===== src/rtl/natv_bus_demux.sv =====
// Native-bus address demultiplexer: decodes one core request, forwards it to one slave
// and returns the response. Optional slave-response timeout: define NATV_BUS_TIMEOUT_EN.
module natv_bus_demux #(
    parameter int                    NUM_SLV     = 4,
    // Slave 0 occupies the low 32-bit word of the packed vectors.
    parameter logic [NUM_SLV*32-1:0] SLV_BASE    = {32'h3000_0000, 32'h2000_0000,
                                                    32'h1000_0000, 32'h0000_0000},
    parameter logic [NUM_SLV*32-1:0] SLV_MASK    = {4{32'hF000_0000}},
    parameter logic [31:0]           DEF_RDATA   = 32'hDEAD_BEEF,
    parameter int                    TIMEOUT_CYC = 256
) (
    input  logic                  clk_i,
    input  logic                  rst_n_i,
    input  logic                  core_valid_i,
    input  logic [31:0]           core_addr_i,
    input  logic [31:0]           core_wdata_i,
    input  logic [3:0]            core_wstrb_i,
    output logic [31:0]           core_rdata_o,
    output logic                  core_ready_o,
    output logic [NUM_SLV-1:0]    slv_valid_o,
    output logic [31:0]           slv_addr_o,
    output logic [31:0]           slv_wdata_o,
    output logic [3:0]            slv_wstrb_o,
    input  logic [NUM_SLV*32-1:0] slv_rdata_i,
    input  logic [NUM_SLV-1:0]    slv_ready_i,
    output logic                  err_o
);

    typedef enum logic [1:0] {
        IDLE   = 2'd0,
        ACCESS = 2'd1,
        RESP   = 2'd2
    } state_t;

    if (NUM_SLV < 1 || NUM_SLV > 8 || TIMEOUT_CYC < 2) begin : g_bad_cfg
        $error("natv_bus_demux: unsupported NUM_SLV or TIMEOUT_CYC");
    end

    state_t               state_q, state_d;
    logic [NUM_SLV-1:0]   sel_q, sel_d;
    logic [NUM_SLV-1:0]   slv_valid_q, slv_valid_d;
    logic [31:0]          addr_q, addr_d;
    logic [31:0]          wdata_q, wdata_d;
    logic [3:0]           wstrb_q, wstrb_d;
    logic [31:0]          rdata_q, rdata_d;
    logic                 ready_q, ready_d;
    logic                 err_q, err_d;

`ifdef NATV_BUS_TIMEOUT_EN
    localparam int CNT_W = $clog2(TIMEOUT_CYC) + 1;
    logic [CNT_W-1:0]     cnt_q, cnt_d;
`endif

    logic [NUM_SLV-1:0]   hit;
    logic [NUM_SLV-1:0]   sel_first;
    logic [31:0]          rd_term [NUM_SLV];
    logic [31:0]          sel_rdata;
    logic                 sel_ready;

    for (genvar gi = 0; gi < NUM_SLV; gi++) begin : g_slv
        assign hit[gi]     = ((core_addr_i & SLV_MASK[gi*32 +: 32]) ==
                              (SLV_BASE[gi*32 +: 32] & SLV_MASK[gi*32 +: 32]));
        assign rd_term[gi] = sel_q[gi] ? slv_rdata_i[gi*32 +: 32] : 32'h0;
    end

    // Isolating the lowest set bit makes overlapping windows resolve to the lowest index.
    assign sel_first = hit & (~hit + NUM_SLV'(1));
    assign sel_ready = |(slv_ready_i & sel_q);

    always_comb begin
        sel_rdata = 32'h0;
        for (int i = 0; i < NUM_SLV; i++) begin
            sel_rdata = sel_rdata | rd_term[i];
        end
    end

    always_comb begin
        state_d     = state_q;
        sel_d       = sel_q;
        slv_valid_d = slv_valid_q;
        addr_d      = addr_q;
        wdata_d     = wdata_q;
        wstrb_d     = wstrb_q;
        rdata_d     = rdata_q;
        ready_d     = 1'b0;
        err_d       = 1'b0;
`ifdef NATV_BUS_TIMEOUT_EN
        cnt_d       = cnt_q;
`endif
        case (state_q)
            IDLE: begin
`ifdef NATV_BUS_TIMEOUT_EN
                cnt_d = '0;
`endif
                if (core_valid_i) begin
                    addr_d  = core_addr_i;
                    wdata_d = core_wdata_i;
                    wstrb_d = core_wstrb_i;
                    sel_d   = sel_first;
                    if (|hit) begin
                        slv_valid_d = sel_first;
                        state_d     = ACCESS;
                    end else begin
                        rdata_d = DEF_RDATA;
                        ready_d = 1'b1;
                        err_d   = 1'b1;
                        state_d = RESP;
                    end
                end
            end
            ACCESS: begin
                if (sel_ready) begin
                    rdata_d     = sel_rdata;
                    slv_valid_d = '0;
                    ready_d     = 1'b1;
                    state_d     = RESP;
                end
`ifdef NATV_BUS_TIMEOUT_EN
                else if (cnt_q == CNT_W'(TIMEOUT_CYC - 1)) begin
                    rdata_d     = DEF_RDATA;
                    slv_valid_d = '0;
                    ready_d     = 1'b1;
                    err_d       = 1'b1;
                    state_d     = RESP;
                end else begin
                    cnt_d = cnt_q + CNT_W'(1);
                end
`endif
            end
            RESP: begin
                state_d = IDLE;
            end
            default: begin
                state_d     = IDLE;
                slv_valid_d = '0;
            end
        endcase
    end

    always_ff @(posedge clk_i) begin
        if (!rst_n_i) begin
            state_q     <= IDLE;
            sel_q       <= '0;
            slv_valid_q <= '0;
            addr_q      <= 32'h0;
            wdata_q     <= 32'h0;
            wstrb_q     <= 4'h0;
            rdata_q     <= 32'h0;
            ready_q     <= 1'b0;
            err_q       <= 1'b0;
`ifdef NATV_BUS_TIMEOUT_EN
            cnt_q       <= '0;
`endif
        end else begin
            state_q     <= state_d;
            sel_q       <= sel_d;
            slv_valid_q <= slv_valid_d;
            addr_q      <= addr_d;
            wdata_q     <= wdata_d;
            wstrb_q     <= wstrb_d;
            rdata_q     <= rdata_d;
            ready_q     <= ready_d;
            err_q       <= err_d;
`ifdef NATV_BUS_TIMEOUT_EN
            cnt_q       <= cnt_d;
`endif
        end
    end

    assign core_rdata_o = rdata_q;
    assign core_ready_o = ready_q;
    assign slv_valid_o  = slv_valid_q;
    assign slv_addr_o   = addr_q;
    assign slv_wdata_o  = wdata_q;
    assign slv_wstrb_o  = wstrb_q;
    assign err_o        = err_q;

endmodule


===== config.mk =====
export PLATFORM = sky130hd
export DESIGN_NAME = natv_bus_demux
export DESIGN_NICKNAME = d
export VERILOG_FILES = /design/src/rtl/natv_bus_demux.sv
export SDC_FILE = /design/constraint.sdc
export NUM_CORES = 1
export LEC_CHECK = 0
export ABC_AREA = 1
export BUFFER_PORTS_ARGS = -buffer_cell sky130_fd_sc_hd__buf_2
export CAP_MARGIN = 15
export CORE_MARGIN = 5
export CORE_UTILIZATION = 39
export DETAILED_ROUTE_END_ITERATION = 10
export PLACE_DENSITY = 0.76
export SETUP_SLACK_MARGIN = 0.5
export SYNTH_ARGS = -nofsm -noshare
export SYNTH_HDL_FRONTEND = slang
export SYNTH_SLANG_ARGS = --single-unit

===== constraint.sdc =====
create_clock -name clk_i -period 1.4 [get_ports clk_i]
set_input_delay 0.07 -clock clk_i [delete_from_list [all_inputs] [get_ports clk_i]]
set_output_delay 0.07 -clock clk_i [all_outputs]
set_load 0.01 [all_outputs]

==> results of run 1 <==
## worst min-delay path by stage
stage | from | to | slack [ns]
finish | core_addr_i[4] | slv_addr_o[4] | -0.005
global route | core_addr_i[4] | slv_addr_o[4] | 0.03
CTS | core_addr_i[4] | slv_addr_o[4] | 0.001
detailed placement | core_wdata_i[29] | slv_wdata_o[29] | 0.33
global placement | core_wdata_i[28] | slv_wdata_o[28] | 0.32
floorplan | core_addr_i[28] | slv_addr_o[28] | 0.22
## cells by family (layout without fill, tap and decap cells)
group                  count (synthesis)  in the layout  synth area share [%]
flip-flops                           112            112                  44.1
AND/OR/NAND/NOR                      409            409                  33.9
other                                  0              1                     0
AO/OA/AOI/OAI                        141            141                  14.8
buffers and inverters                 73            456                  7.17
## synthesized netlist by cell type, types with 3 or more instances
cell type,number
a21oi_1,59
a21oi_2,9
buf_2,9
buf_4,11
clkbuf_1,29
dfxtp_1,112
inv_1,15
inv_2,4
nand2_1,178
nand2_4,3
nand3_1,29
nand3_2,10
nand4_1,19
nor2_1,166
o21ai_0,72
## layout by cell type, fill, tap and decap left out, types with 3 or more instances in the layout
| cell | netlist | final |
|---|---|---|
| buf_12 | 0 | 12 |
| buf_16 | 0 | 6 |
| nand3_2 | 10 | 17 |
| buf_6 | 2 | 25 |
| o21ai_1 | 0 | 27 |
| buf_4 | 11 | 28 |
| buf_2 | 9 | 283 |
| nor2_1 | 166 | 160 |
| clkbuf_16 | 0 | 10 |
| nand2_2 | 1 | 13 |
| inv_2 | 4 | 3 |
| nand3_1 | 29 | 21 |
| dfxtp_4 | 0 | 3 |
| o21ai_2 | 0 | 6 |
| nand2_1 | 178 | 162 |
| dfxtp_1 | 112 | 46 |
| inv_1 | 15 | 14 |
| o21ai_0 | 72 | 39 |
| nor2_2 | 1 | 7 |
| nand4_1 | 19 | 19 |
| nand2_4 | 3 | 7 |
| a21oi_1 | 59 | 44 |
| dfxtp_2 | 0 | 63 |
| inv_6 | 0 | 3 |
| dlygate4sd3_1 | 0 | 64 |
| a21oi_2 | 9 | 24 |
## repair_timing
item                                    CTS  global route
setup buffers                            19             1
resized for setup                       155            25
pin swaps                                18             6
endpoints found under the setup margin  180           206
hold buffers                             64             0
cloned                                    5             1
hold endpoints to repair                 64             0
## critical path: stages (launching register included)
cell,delay (ns)
dfxtp_4,0.35
nand2_1,0.08
nand2_2,0.07
inv_2,0.07
nand2_4,0.06
nand2_4,0.08
nand2_4,0.07
buf_12,0.14
buf_16,0.14
nand2_1,0.08
a21oi_1,0.06
## per-stage QoR
stage	instances	hold WS, ns
floorplan	735	0.219
global placement	1184	0.318
detailed placement	1184	0.326
CTS	1288	0.00114
global route	1291	0.0308
finish	1291	-0.00456
## power groups by stage
| stage | Combinational [mW] | Sequential, mW | Clock (mW) |
|---|---|---|---|
| 2_1_floorplan | 0.935 | 3.80 | 0 |
| 4_1_cts | 2.31 | 3.64 | 2.85 |
| 6_report | 2.42 | 3.65 | 2.81 |
| 5_1_grt | 2.62 | 3.69 | 2.99 |
| 3_3_place_gp | 1.83 | 3.67 | 0 |
| 3_5_place_dp | 1.84 | 3.68 | 0 |
## sequential cells by signal (all words and copies together) (netlist names)
name / count
core_rdata_o: 32
core_ready_o: 1
err_o: 1
sel_q: 4
slv_addr_o: 32
slv_valid_o: 4
slv_wdata_o: 32
slv_wstrb_o: 4
state_q: 2
## routing by layer
layer	track usage, %	up-vias	part of all wire [%]
met2	45.6	335	50
met5	0	-	0
met3	7.45	52	10
met1	28.1	2960	37
li1	-	3133	-
met4	12.4	0	3.2
## cell type report
cell class	instances	area, um^2	share of cell area, %
Antenna cell	1	2.50	0.0290
Clock buffer	10	229	2.65
Clock inverter	6	91.3	1.06
Inverter	19	78.8	0.913
Multi-Input combinational cell	550	2680	31.0
Sequential cell	112	2330	27.0
Tap cell	172	215	2.49
Timing Repair Buffer	421	3010	34.9
==> results.md, run 1 <==
Power and ir drop:
- In this run the power density over the cells is 1030 nW/um^2.
- The part of the power in the clock network is 31.6%.
- Internal power comes to roughly 6.2 mW.
- Of the total power, the share spent switching nets is 29.8%.
- Combinational logic is responsible for 27.2% of the overall power.
- The analysis attributes to net switching a power of 2.64 mW.
- The maximum vdd ir drop is ~780 uV.
- The design draws 8.88 mW.
- The leakage power of the design is 4.19 nW.
- The proportion of power drawn by flip-flops and latches is 41.1%.

Placement:
- The worst setup slack after placement is 0.0462 ns.
- The count of buffers added on input and output ports is 308.
- The last weighted congestion value of the routability-driven placer is roughly 0.86.
- The post-detailed-placement half-perimeter wirelength is roughly 13000 um.
- Once placement finished, the instance area stood at 6910 um^2.

Synthesis:
- Counting distinct cell types in the post-synthesis netlist gives 22.
- The most frequently used flop master after synthesis is dfxtp_1.
- The top cell type's share of synthesized area is 44.1%.
- The number of instances in the synthesized netlist is 735.
- Sequential cells were found to cover 44.1% of the synthesized design area.
- The number of flip-flops and latches in the synthesized netlist is roughly 110.
- Counting flops with an async set or reset pin after synthesis yields a share of 0%.
- Sorting the synthesized cells by area gives the leading types as dfxtp_1 44%, nand2_1 13%, nor2_1 12%.
- Counting every net in the synthesized netlist gives 938.
- For this run, the number of Yosys warnings is 0.
- A synthesized cell averages 6.91 um^2.
- The synthesized design spends more area on one cell type than any other, namely dfxtp_1.
- The cell area that synthesis handed to floorplanning was 5080 um^2.
- The count of flip-flops with a built-in enable after synthesis is 0.

Routing:
- The wire length per cell is 16.4 um.
- In the routed design, unresolved DRC markers number 0.
- The final antenna-violating net count is 0.
- After the first detailed-routing iteration, the DRC count stood at 394.
- The routed wire length is ~21000 um.
- The via count of the routed design is 6480.
- The via-per-instance ratio is 5.02.
- For this run, the detailed router's first-pass iteration total came to 5.

Timing:
- For the finished layout, the period the worst path requires is 1.33 ns.
- Measured against its own limit, the worst slew margin works out to 81.3%.
- The max-slew violation count is 0.
- Setup violations remaining at the end of the flow were counted as 0.
- The post-route setup TNS is 0 ns.
- Hold timing on the final database bottoms out at a slack of -0.00456 ns.
- The final count of hold timing violations was 1.
- The transition time of the tightest slew-check pin is 0.281 ns.
- After layout, the worst setup slack is around 0.074 ns.
- Dividing the final minimum period by the clock period gives 94.7%.
- The highest clock rate is 754 MHz.
- Setup repair after global routing could not meet its margin everywhere.
- The final worst clock skew is 0.00805 ns.

Setup path:
- The critical path endpoint category is a flip-flop.
- The maximum fanout count along the critical path is 13.
- In this run the worst setup path terminates at core_rdata_o[13].
- The startpoint kind of the worst setup timing path is a flip-flop.
- The worst setup path is of the flip-flop to flip-flop kind.
- Measured in cells, the most critical reg-to-reg path has a length of 10.
- The worst register-to-register path ends at core_rdata_o[13].
- The most critical setup path has its startpoint at sel_q[2].
- The worst path required time is roughly 1.6 ns.
- The startpoint identified for the worst register-to-register timing path is sel_q[2].
- The critical path data arrival time is 1.57 ns.
- The reg-to-reg setup timing slack is 0.07 ns.

Global routing:
- Entering global routing, the biggest net connects 52 pins.
- Global routing used 25.8% of the available tracks across all layers.
- Summed over all layers, the global routing overflow is 0.
- The first global-routing pass estimated 30800 um of wire.
- The number of antenna violations at the first check in global routing is 1.
- The via count of the first global-routing pass came to 6209.

Floorplan:
- The overall die height is 124 um.
- The overall die area is 15400 um^2.
- Once the floorplan was initialized, standard cells occupied ~40% of the core.
- From left edge to right edge, the die measures 124 um.
- In this run the count of I/O pins placed on the die edge is 309.
- After floorplanning, the core was sized to cover ~13000 um^2.
- The row count is a little over 40.

Clock network:
- The CTS tree is yes.
- The H-tree was split into 3 levels.
- The TritonCTS buffer count is 9.
- The root cell of the clock tree is clkbuf_16.
- The deepest clock path buffer count is 2.
- The clock latency on the worst-skew pair is 0.35 ns.
- Clock-pin slew was measured on the worst setup and hold paths at 0.08 ns.
- The tree built by TritonCTS fans out to 112 sinks.

Cells and area:
- Cells with a size suffix above 1 make up ~47% of the layout.
- In the final design database the tool counted between 1000 and 1500 nets.
- The number of fill cells in the layout is 1021.
- From synthesis to final layout, the design area changed by 69.9%.
- Cells fill 67.9% of the core in the end.
- After routing the design area is ~8600 um^2.

Worst hold path:
- The depth of the worst hold-timing path is 3.
- The worst hold-check path type is primary input to flip-flop.

Flow run:
- The count of max-cap constraint violations is 0.

Run status:
- The flow ran to the end, but the final reports show violations.
- The checks that failed: hold timing.
Note: power is estimated with default switching activity, not from simulation.
==> run 2: changes to the inputs <==
--- a/config.mk
+++ b/config.mk
@@ -8,10 +8,10 @@
 export ABC_AREA = 1
 export BUFFER_PORTS_ARGS = -buffer_cell sky130_fd_sc_hd__buf_2
 export CAP_MARGIN = 15
-export CORE_MARGIN = 5
-export CORE_UTILIZATION = 39
+export CORE_AREA = 2 2 121 123
 export DETAILED_ROUTE_END_ITERATION = 10
-export PLACE_DENSITY = 0.76
+export DIE_AREA = 0 0 123 125
+export PLACE_DENSITY = 0.72
 export SETUP_SLACK_MARGIN = 0.5
 export SYNTH_ARGS = -nofsm -noshare
 export SYNTH_HDL_FRONTEND = slang
==> constraint.sdc (replaced) <==
create_clock -name clk_i -period 1.1 [get_ports clk_i]
set_input_delay 0.055 -clock clk_i [delete_from_list [all_inputs] [get_ports clk_i]]
set_output_delay 0.055 -clock clk_i [all_outputs]
set_load 0.01 [all_outputs]
==> results.md, run 2 (same netlist as run 1, synthesis figures left out) <==
Global routing:
- For met1 alone, demand over resource in global routing was between 20% and 30%.
- The global routing stage identified its most utilized layer as met2.
- Summed over all layers, the global routing overflow is 0.
- For this run, global-route usage on met2 was measured as 36.9%.
- The global-route wire length before repair is 26000 um.
- The total track usage is 21.3%.
- The met3 layer usage reported by global route is 6.16%.
- The number of antenna violations at the first check in global routing is 1.
- The pin count of the biggest net entering global routing is roughly 70.
- The via count of the first global-routing pass is 5387.

Setup path:
- Of all nets on the critical path, the largest fanout is 6.
- The signal on the critical path passes through inv_2 -> nor2_4 -> buf_12 -> buf_8 -> nand2_8 -> buf_4 -> a21oi_1.
- The startpoint kind of the worst setup timing path is a flip-flop.
- The worst path required time is between 1 and 1.5 ns.
- The worst setup path is captured at a flip-flop.
- The worst setup path is of the flip-flop to flip-flop kind.
- The delay of the slowest cell on the worst path is 0.36 ns.
- On the critical path the largest part of the delay comes from buffers and inverters.
- The critical path's slowest cell is dfxtp_2.
- Data arrives at the worst endpoint at 1.54 ns.
- The total buffers and inverters traversed by the critical path is 4.

Power and ir drop:
- In this run the static leakage power is between 4 and 5 nW.
- Dividing total power by cell area gives a power density of 1300 nW/um^2.
- Across the VDD grid, the largest voltage drop is between 800 and 900 uV.

Cells and area:
- In the final layout, the share of cells above drive strength 1 is roughly 52%.
- The layout overhead on the synthesized area is 65.9%.
- The antenna diode instance count is 0.
- With fillers left out, the area of the finished cells amounts to 8430 um^2.
- After the last flow step, the layout net total stands at 1270.
- The count of cells in the finished layout, fillers not included, comes to between 1000 and 1500.
- Leaving out fill and tap cells, the most frequent cells in the layout are 237 x buf_2, 159 x nor2_1, 154 x nand2_1.
- The most frequent standard cell in the layout excluding fill and tap cells is buf_2.

Clock network:
- After clock tree synthesis, the clock-pin slew on the worst setup and hold paths is ~0.070 ns.
- For this design, the sink count on the clock tree is 112.
- For the worst-skew pair, the clock arrives at the later sink with an insertion delay of 0.35 ns.
- The number of buffers inserted for hold repair after clock tree synthesis is 1.
- The deepest clock path buffer count is 2.
- The clock tree synthesis step divided the H-tree into 3 levels.
- The root cell of the clock tree is clkbuf_16.
- TritonCTS created 9 clock buffers.
- The CTS tree is yes.

Timing:
- The clock period minus final worst setup slack is 1.27 ns.
- The final worst clock skew is ~0.011 ns.
- In the post-route analysis, the smallest setup slack over all paths is -0.170 ns.
- The final count of hold timing violations was 64.
- For the pin with the worst max-slew slack, the measured transition is roughly 0.32 ns.
- Setup violations remaining at the end of the flow were counted as 109.
- Summed over all failing endpoints, the final setup total negative slack is -6.71 ns.
- The max-slew violation count is 0.
- The worst slew margin relative to its limit is around four fifths.
- On the final layout, the worst hold slack is -0.0711 ns.
- Of the available clock period, the critical path in the final layout requires 115%.
- Setup repair after global routing could not meet its margin everywhere.
- Timing would allow up to 788 MHz.

Placement:
- The post-detailed-placement half-perimeter wirelength is 12700 um.
- The number of placed instances, taps included, is between 1000 and 1500.
- In this run the tool buffered the top-level ports with 308 buffer cells.
- After detailed placement, the total cell area comes to 7130 um^2.
- Routability-driven placement finished with a final weighted congestion of ~0.8.

Floorplan:
- The overall die height is 125 um.
- The horizontal die dimension is around 120 um.
- The row count is between 40 and 50.
- The overall die area is 15400 um^2.
- The number of ports placed on the die boundary is 309.
- The core region is 14200 um^2.
- The starting density of the core is roughly 36%.

Run status:
- The flow ran to the end, but the final reports show violations.
- The final reports fail on hold timing, setup timing.

Worst hold path:
- The worst hold-check path type is primary input to flip-flop.

Routing:
- The via count of the routed design is 6052.
- The wire length per cell is between 10 and 15 um.
- The final antenna-violating net count is 0.
- The violation count after the first detailed-route iteration is 253.
- After detailed routing, the number of remaining DRC violations is 0.
- The first detailed-routing pass ran for 4 iterations.
- Summed over all layers, the routed wires come to 18000 um.
- Using the TritonRoute via totals, the vias-per-cell ratio works out to 4.82.

Flow run:
- Across the run, the number of max-cap violations was 0.
-- run 2: final timing paths --
| path | startpoint | end | slack, ns | cells after the start |
|---|---|---|---|---|
| setup reg to reg | state_q[0] | state_q[0] | -0.17 | 7 |
| hold / removal | core_addr_i[12] | slv_addr_o[12] | -0.07 | 3 |
| setup / recovery | state_q[0] | state_q[0] | -0.17 | 7 |
| hold reg to reg | slv_wdata_o[10] | slv_wdata_o[10] | 0.47 | 2 |
-- run 2: area by class of cell --
| type | count | area (um^2) |
|---|---|---|
| inverters | 19 | 86.3 |
| fillers | 1293 | 5770 |
| repair inverters | 1 | 8.76 |
| clock buffers | 10 | 239 |
| well taps | 184 | 230 |
| repair buffers | 374 | 2750 |
| clock inverters | 6 | 47.5 |
| multi-input cells | 550 | 2730 |
| flip-flops and latches | 112 | 2340 |
-- run 2: where the power goes --
part	total [mW]	leakage (nW)	switching, mW	internal, mW
Clock	3.23	0.146	1.59	1.64
Combinational	3.03	2.95	1.51	1.52
Sequential	4.69	0.952	0.244	4.45
-- run 2: metrics by stage --
stage / total power [mW] / util (%) / setup WS, ns
after global routing: 11.5 / 59.3 / -0.228
after floorplan: 6.02 / - / -0.134
final: 10.9 / 59.3 / -0.170
after detailed placement: 7.18 / 50.2 / -0.165
after CTS: 10.5 / 53.5 / -0.138
after global placement: 7.14 / 50.2 / -0.135
-- run 2: worst reg2reg max path, delay by kind of cell, from the launching register on --
kind                   cells  cell delay [ns]
AO/OA/AOI/OAI              1             0.14
buffers and inverters      4             0.45
flip-flops                 1             0.36
AND/OR/NAND/NOR            2             0.23
-- run 2: routing by layer --
metal  share of wire, %  routed length, um
met5               0.10                 18
met3                8.8               1580
met2                 48               8700
met1                 40               7140
met4                3.1                551
-- run 2: repair_timing --
item / CTS / global route
pin swaps: 5 / 14
hold endpoints to repair: 67 / 59
setup buffers: 5 / 20
setup endpoints to repair: 218 / 218
gates cloned: 0 / 1
gates resized for setup: 54 / 231
==> run 3: changes to the inputs <==
--- a/config.mk
+++ b/config.mk
@@ -8,10 +8,10 @@
 export ABC_AREA = 1
 export BUFFER_PORTS_ARGS = -buffer_cell sky130_fd_sc_hd__buf_2
 export CAP_MARGIN = 15
-export CORE_AREA = 2 2 121 123
+export CORE_AREA = 2 2 120 122
 export DETAILED_ROUTE_END_ITERATION = 10
-export DIE_AREA = 0 0 123 125
-export PLACE_DENSITY = 0.72
+export DIE_AREA = 0 0 122 124
+export PLACE_DENSITY = 0.69
 export SETUP_SLACK_MARGIN = 0.5
 export SYNTH_ARGS = -nofsm -noshare
 export SYNTH_HDL_FRONTEND = slang
==> constraint.sdc (replaced) <==
create_clock -name clk_i -period 1.5 [get_ports clk_i]
set_input_delay 0.075 -clock clk_i [delete_from_list [all_inputs] [get_ports clk_i]]
set_output_delay 0.075 -clock clk_i [all_outputs]
set_load 0.01 [all_outputs]
==> results.md, run 3 (same netlist as run 1, synthesis figures left out) <==
Run status:
- The flow ran to the end, and the final reports show no timing, DRC or antenna violations.

Clock network:
- TritonCTS built the clock tree.
- The root cell of the clock tree is clkbuf_16.
- The number of clock sinks is 112.
- The TritonCTS buffer count is 9.
- The later pin in the worst-skew pair is clocked with a latency of 0.36 ns.
- The number of levels the H-tree was split into is 3.
- In this run the deepest clock path goes through 2 buffers.
- The clock-pin slew reported for the worst setup and hold paths after clock tree synthesis is 0.07 ns.

Global routing:
- The via count of the first global-routing pass is 5663.
- For this run, the total global-route usage over all layers was measured as 23.4%.
- The first global-routing pass estimated roughly 28000 um of wire.
- The pin count of the biggest net entering global routing is 84.
- The number of antenna violations at the first check in global routing is 0.
- The total global routing overflow is 0.

Routing:
- The final antenna-violating net count is 0.
- The wire length per cell is ~15 um.
- Using the TritonRoute via totals, the vias-per-cell ratio works out to roughly 4.8.
- The detailed router finished its first iteration with between 400 and 500 violations.
- The via count of the routed design is 6178.
- After detailed routing, the total wire length is 19200 um.
- The number of DRC violations after detailed routing is 0.
- The number of iterations in the first detailed-routing pass is 4.

Cells and area:
- The final standard cell utilization of the core is about three fifths.
- For this run, the post-layout net count is 1294.
- Leaving out fill and tap cells, the most frequent cells in the layout are 308 x buf_2, 165 x nor2_1, 164 x nand2_1.
- The layout overhead on the synthesized area is 58.7%.
- After filler insertion, the fill cell instance count of the layout stands at approximately 1300.
- Of the cells placed in the final design, the portion with a size suffix greater than 1 is 39.3%.
- Leaving out fill and tap cells, the most frequent cell in the layout is buf_2.
- The repair_antennas step left the layout with diodes totalling 0.

Placement:
- The worst setup slack after placement is ~0.10 ns.
- The last weighted congestion value of the routability-driven placer is 0.792.
- In this run the tool buffered the top-level ports with 308 buffer cells.
- The post-detailed-placement half-perimeter wirelength is 12700 um.

Setup path:
- The start point of the critical path is state_q[1].
- The worst path required time is roughly 1.8 ns.
- Of all nets on the critical path, the largest fanout is 8.
- The startpoint identified for the worst register-to-register timing path is state_q[1].
- The critical path's slowest cell is dfxtp_4.
- The worst setup path is of the flip-flop to flip-flop kind.
- Across all register-to-register paths, the minimum setup slack is 0.21 ns.
- Traced cell by cell, the critical path runs through nor2_4 -> nand2_4 -> inv_6 -> o21ai_4 -> nand2_4 -> clkbuf_16 -> nand2_1 -> nand2_1 -> nor2_1.
- The largest single stage delay on the critical path is between 0.3 and 0.4 ns.
- STA classifies the critical path endpoint as a flip-flop.
- Together, buffers and inverters on the worst path number 2.
- The cell class contributing the biggest share of worst-path delay is simple AND/OR/NAND/NOR gates.
- STA classifies the critical path startpoint as a flip-flop.
- Data on the critical path arrives at its endpoint at roughly 1.5 ns.

Power and ir drop:
- VDD sags by at most 664 uV.
- The design draws 7.66 mW.
- The leakage power of the design is approximately 4 nW.
- The power density normalized to cell area is ~950 nW/um^2.

Timing:
- The worst slew margin relative to its limit is 75.1%.
- The smallest clock period supported by the final layout is computed as 1.29 ns.
- The final count of hold timing violations is 0.
- The max-slew violation count is 0.
- The final worst clock skew is roughly 0.0036 ns.
- The post-route setup TNS is 0 ns.
- Setup repair after global routing could not meet its margin everywhere.
- After layout, the worst path uses 85.8% of the clock period.
- For this run, the top clock speed supported by timing is 777 MHz.
- The transition time of the tightest slew-check pin is 0.373 ns.
- The number of endpoints failing setup at the final stage is 0.
- The least setup slack across all paths after layout is 0.213 ns.

Flow run:
- The tool flagged a number of max-cap violations equal to 0.

Worst hold path:
- The worst hold-check path type is primary input to flip-flop.
- The startpoint of the tightest hold check path is core_wdata_i[22].

Floorplan:
- The number of ports placed on the die boundary is a little over 300.
- The die is approximately 120 um tall.
- The area of the core is around 14000 um^2.
- The floorplan step defined a die boundary enclosing 15100 um^2.
- The initial utilization of the core area, before any placement, comes to between 30 and 40%.
- Row generation in the floorplan step produced 43 rows.
- Measured along the x axis, the die boundary spans 122 um.
==> run 3: worst min-delay path: cells and delay by family <==
kind	cells	cell delay [ns]
buf+inv	1	0.10
compound gates	1	0.08
simple gates	1	0.08
==> run 3: metrics by stage <==
| stage | instance area (um^2) | cells | hold WS, ns |
|---|---|---|---|
| floorplan | 5250 | 735 | 0.224 |
| global placement | 6850 | 1185 | 0.323 |
| detailed placement | 6850 | 1185 | 0.330 |
| CTS | 7840 | 1268 | 0.00523 |
| global route | 8060 | 1276 | 0.000152 |
| finish | 8060 | 1276 | 0.00569 |
==> run 3: timing repair <==
item                       4_1_cts  5_1_grt
buffers inserted                 6        1
gates cloned                     1        5
hold endpoints to repair        60        2
hold buffers                    60        2
pin swaps                        7        7
gates resized for setup         16       49
setup endpoints to repair      113      112
==> run 3: power by group <==
group,internal (mW),leakage (nW),switching (mW)
registers,3.23,0.929,0.143
clock network,1.13,0.132,1.15
logic,0.917,2.89,1.09
==> run 3: path summary, 6_finish.rpt <==
check / end / cells after the start
min reg2reg: core_rdata_o[27] / 2
max: core_rdata_o[12] / 9
max reg2reg: core_rdata_o[12] / 9
min: slv_wdata_o[22] / 3
==> run 3: area by class of cell <==
type                            instances  area [um^2]  area share [%]
Timing Repair Buffer                  399         2580            32.0
Sequential cell                       112         2250            27.9
Tap cell                              180          225            2.79
Clock buffer                            9          225            2.79
Multi-Input combinational cell        550         2650            32.9
Inverter                               19         81.3            1.01
Clock inverter                          7         47.5           0.590
==> run 3: per-layer routing <==
metal | routed length (um) | part of all wire [%] | vias up | track usage (%)
met5 | 0 | 0 | - | 0
met4 | 498 | 2.6 | 0 | 10.6
met3 | 1640 | 8.5 | 33 | 6.18
met2 | 9640 | 50 | 250 | 41.5
met1 | 7420 | 39 | 2804 | 26.3
li1 | - | - | 3091 | -
